[config.mk]
export PLATFORM = sky130hd
export DESIGN_NAME = seq_divider
export DESIGN_NICKNAME = d
export VERILOG_FILES = /design/src/rtl/seq_divider_pkg.sv /design/src/rtl/seq_divider_div_step.sv /design/src/rtl/seq_divider.sv
export SDC_FILE = /design/constraint.sdc
export NUM_CORES = 1
export LEC_CHECK = 0
export ABC_CLOCK_PERIOD_IN_PS = 1550
export CORE_MARGIN = 2
export CORE_UTILIZATION = 43
export CTS_CLUSTER_DIAMETER = 120
export DETAILED_ROUTE_END_ITERATION = 10
export PLACE_DENSITY = 0.76
export SYNTH_ARGS = -nofsm -noshare
export SYNTH_HDL_FRONTEND = slang
export SYNTH_SLANG_ARGS = --single-unit
[constraint.sdc]
create_clock -name clk -period 1.55 [get_ports clk]
set_input_delay 0.2325 -clock clk [delete_from_list [all_inputs] [get_ports clk]]
set_output_delay 0.2325 -clock clk [all_outputs]
set_load 0.005 [all_outputs]
[src/rtl/seq_divider_pkg.sv]
// Shared state encoding and default operand widths for the sequential divider.
package seq_divider_pkg;

  localparam int DEF_N = 8;
  localparam int DEF_M = 4;

  typedef enum logic [1:0] {
    S_IDLE = 2'd0,
    S_RUN  = 2'd1,
    S_DONE = 2'd2
  } state_e;

endpackage

[src/rtl/seq_divider_div_step.sv]
// One restoring-division step: compare the shifted partial remainder with the divisor and subtract on success.
// Purely combinational, no backpressure.
module div_step #(
  parameter int M = 4
) (
  input  logic [M:0]   i_rem,
  input  logic [M-1:0] i_divisor,
  output logic [M-1:0] o_rem,
  output logic         o_qbit
);

  logic [M:0] w_div_ext;
  logic [M:0] w_diff;

  assign w_div_ext = {1'b0, i_divisor};
  assign w_diff    = i_rem - w_div_ext;
  assign o_qbit    = (i_rem >= w_div_ext);
  // A non-zero divisor always leaves a result below 2^M; with a zero divisor the dropped top
  // bit would be shifted out on the next step anyway.
  assign o_rem     = o_qbit ? w_diff[M-1:0] : i_rem[M-1:0];

endmodule

[src/rtl/seq_divider.sv]
// Unsigned N/M-bit restoring divider, one quotient bit per cycle; result N cycles after acceptance,
// held in DONE until out_ready. Optional SEQ_DIVIDER_DBZ_EN adds a dbz flag and a 1-cycle divide-by-zero path.
module seq_divider
  import seq_divider_pkg::*;
#(
  parameter int N = DEF_N,
  parameter int M = DEF_M
) (
  input  logic         clk,
  input  logic         rst_n,
  input  logic         in_valid,
  output logic         in_ready,
  input  logic [N-1:0] dividend,
  input  logic [M-1:0] divisor,
  output logic         out_valid,
  input  logic         out_ready,
  output logic [N-1:0] quotient,
  output logic [M-1:0] remainder
`ifdef SEQ_DIVIDER_DBZ_EN
  ,
  output logic         dbz
`endif
);

  localparam int CW = $clog2(N + 1);

  state_e        r_state;
  logic [N-1:0]  r_q;
  logic [M-1:0]  r_rem;
  logic [M-1:0]  r_div;
  logic [CW-1:0] r_cnt;
`ifdef SEQ_DIVIDER_DBZ_EN
  logic          r_dbz;
`endif

  logic [M:0]    w_rem_sh;
  logic [M-1:0]  w_rem_nxt;
  logic          w_qbit;
  logic          w_accept;
  logic          w_last;

  assign w_rem_sh = {r_rem, r_q[N-1]};
  assign w_accept = in_valid && in_ready;
  assign w_last   = (r_cnt == CW'(N - 1));

  div_step #(.M(M)) u_step (
    .i_rem     (w_rem_sh),
    .i_divisor (r_div),
    .o_rem     (w_rem_nxt),
    .o_qbit    (w_qbit)
  );

  always_ff @(posedge clk or negedge rst_n) begin
    if (!rst_n) begin
      r_state <= S_IDLE;
      r_q     <= '0;
      r_rem   <= '0;
      r_div   <= '0;
      r_cnt   <= '0;
`ifdef SEQ_DIVIDER_DBZ_EN
      r_dbz   <= 1'b0;
`endif
    end else begin
      case (r_state)
        S_IDLE: begin
          if (w_accept) begin
            r_q     <= dividend;
            r_div   <= divisor;
            r_rem   <= '0;
            r_cnt   <= '0;
`ifdef SEQ_DIVIDER_DBZ_EN
            r_dbz   <= 1'b0;
`endif
            r_state <= S_RUN;
          end
        end
        S_RUN: begin
`ifdef SEQ_DIVIDER_DBZ_EN
          if (r_div == '0) begin
            r_q     <= '1;
            r_rem   <= '0;
            r_dbz   <= 1'b1;
            r_state <= S_DONE;
          end else begin
            r_rem <= w_rem_nxt;
            r_q   <= {r_q[N-2:0], w_qbit};
            r_cnt <= r_cnt + 1'b1;
            if (w_last) r_state <= S_DONE;
          end
`else
          r_rem <= w_rem_nxt;
          r_q   <= {r_q[N-2:0], w_qbit};
          r_cnt <= r_cnt + 1'b1;
          if (w_last) r_state <= S_DONE;
`endif
        end
        S_DONE: begin
          if (out_ready) r_state <= S_IDLE;
        end
        default: r_state <= S_IDLE;
      endcase
    end
  end

  // Gated by rst_n so in_ready stays low for the whole reset assertion.
  assign in_ready  = (r_state == S_IDLE) && rst_n;
  assign out_valid = (r_state == S_DONE);
  assign quotient  = r_q;
  assign remainder = r_rem;
`ifdef SEQ_DIVIDER_DBZ_EN
  assign dbz       = r_dbz;
`endif

endmodule
==> metrics.txt <==
die width=55.9 um; Startpoint Class=flip-flop; Clock transition at path regs=130 ps; Clock Tree Root=clkbuf_4; worst hold path class=primary input to async pin; Avg Cell Area, Syn=10.0 sq um; Synth area leaders=dfrtp_1 (47%), nor2_1 (5.5%), ha_1 (5.4%); row cnt=18; DRT antenna net count=0; largest net degree at the start of global routing=20; cells after synthesis=116; layout cells sized above 1=31.5%; Initial Util=46.0%; Placed Cells incl. Taps=187; Setup violations, final=2; crit-path max FO=2; Peak VDD IR=1590 uV; number of synthesized flops with an enable pin=0; port buffer count=29; CTS Buf Count=3; Commonest cells post-synth=dfrtp_1 (22), nor2_1 (17), nand2_1 (9); Post-synth ARST share=100%; H-tree depth=1; nets@finish=191; YS warnings=0; Worst-Margin Slew=372 ps; fmax=635 MHz; post-synth top area share=47.5%; crit path kind=flip-flop to flip-flop; status=finished with violations; Required @ worst endpoint=1740 ps; post-DR vias/cell=5.57; clk sinks=22; RSZ-0062 raised after global routing=yes; Final Worst Setup Slack=-25.3 ps; final WL=3.07 mm; GPL Wtd Cong=0.875; wire per inst=15.5 um; Core ar.=2520 sq um; Main synth FF type=dfrtp_1; failing checks=setup timing; CTS tree=built; DRC Markers=0; Final Util=69.2%; Mapped Area=1160 sq um; clk_lat worst skew=310 ps; Power Density=2340 nW/um^2; Ports=30; crit path DAT=1770 ps; post-synthesis register bit count=22; post-route insts no fill=198; cell taking the most area after synthesis=dfrtp_1; detailed-route via count=1103; Congestion Overflow GR=0; register area share after synthesis=47.5%; post-synthesis cell type count=32; vias in the first global route=1106; Final Max Slew Viols=0; height of the die=55.9 um; final setup TNS=-37.6 ps; total track usage=20.2%; fin crit period=1580 ps; CTS max path bufs=2; MaxCap Viol Count=0; P&R area growth vs syn=50.5%; syn nets=138; worst clock skew=6.67 ps; Detailed Routing Iterations Pass 1=4; relative slew slack=75.1%; Initial DRC Count=24; n_diodes=0; cell with the most instances after synthesis=dfrtp_1; Final period util=102%; Final Hold Viols=0; die area=3130 sq um; global-route wire length before repair=4.96 mm; Setup WS pre-CTS=-156 ps; initial antenna violation count=0; DPL Wire Length=2.13 mm; Lkg Pwr=0.782 nW; CP endpoint kind=flip-flop
metal layers:
layer / wire [um] / global-route usage, % / vias to the layer above
met3: 125 / 2.56 / 14
met4: 88 / 6.12 / 0
met2: 1630 / 36.2 / 37
met5: 0 / 0 / -
li1: - / - / 512
met1: 1230 / 25.3 / 540
report_power, final:
part	switching (mW)	leakage, nW	internal [mW]
Clock	0.180	0.0210	0.143
Sequential	0.230	0.259	0.859
Combinational	1.22	0.502	1.46
Total	1.63	0.782	2.46
final timing paths:
| check | from | to | slack, ps | cells past startpoint |
|---|---|---|---|---|
| hold / removal | rst_n | r_state[1]$_DFFE_PN0P_ | 260 | 2 |
| max in group asynchronous | rst_n | quotient[3]$_DFFE_PN0P_ | 1090 | 2 |
| setup reg to reg | quotient[7]$_DFFE_PN0P_ | remainder[1]$_DFFE_PN0P_ | -30 | 6 |
| hold reg to reg | r_cnt[3]$_DFFE_PN0P_ | r_cnt[3]$_DFFE_PN0P_ | 510 | 1 |
| setup / recovery | quotient[7]$_DFFE_PN0P_ | remainder[1]$_DFFE_PN0P_ | -30 | 6 |
| min in group clk | r_cnt[3]$_DFFE_PN0P_ | r_cnt[3]$_DFFE_PN0P_ | 510 | 1 |
area by class of cell:
type,instances,area (sq um)
Clock buffer,4,36.3
Multi-Input combinational cell,83,621
Fill cell,193,777
Timing Repair Buffer,53,478
Sequential cell,22,551
Inverter,6,22.5
Tap cell,30,37.5
worst max-delay path, stage by stage (launching register included):
cell and delay (ps):
dfrtp_1 400, inv_2 70, ha_4 160, fa_2 560, nor2_1 50, o21ai_1 100
o211ai_1 110
logic make-up (layout without fill, tap and decap cells):
group           Yosys count  after routing  share of synthesized area (%)
compound gates           27             27                           15.5
mux                       4              4                           3.88
flops                    22             22                           47.5
buf+inv                  11             63                           4.96
simple gates             45             45                           20.3
fa+ha+maj                 6              6                           7.12
xor+xnor                  1              1                          0.755
placed cells by master (no fill, tap or decap), types with 2 or more instances in the layout:
master            n
a21oi_2           2
o22ai_1           7
nor2_1           17
a21oi_1           2
inv_1             2
nand4_1           2
o211ai_1          4
inv_2             4
clkbuf_4          3
nand2_1           9
ha_4              4
mux2_2            4
dfrtp_1          22
nand3_1           6
buf_4            21
dlymetal6s2s_1    2
clkdlybuf4s50_1  23
o21ai_0           6
dlygate4sd2_1     3
nand2b_1          2
buf_6             3
flip-flops by register name, summed over array words and instances (netlist names):
register,count
r_state,2
r_div,4
r_cnt,4
remainder,4
quotient,8
metrics by stage:
stage / hold slack [ps] / instance area, sq um / power [mW]
6_report: 256 / 1750 / 4.09
5_1_grt: 271 / 1750 / 4.39
4_1_cts: 242 / 1690 / 3.81
3_5_place_dp: 486 / 1610 / 3.36
3_3_place_gp: 479 / 1610 / 3.25
2_1_floorplan: -63.1 / 1180 / 2.43
what timing repair did:
| item | CTS | global route |
|---|---|---|
| gates resized for setup | 8 | 14 |
| setup buffers | 4 | 3 |
| pin swaps | 3 | 6 |
| hold buffers | 0 | 0 |
| setup endpoints to repair | 5 | 13 |
(Power assumes the default switching activity.)
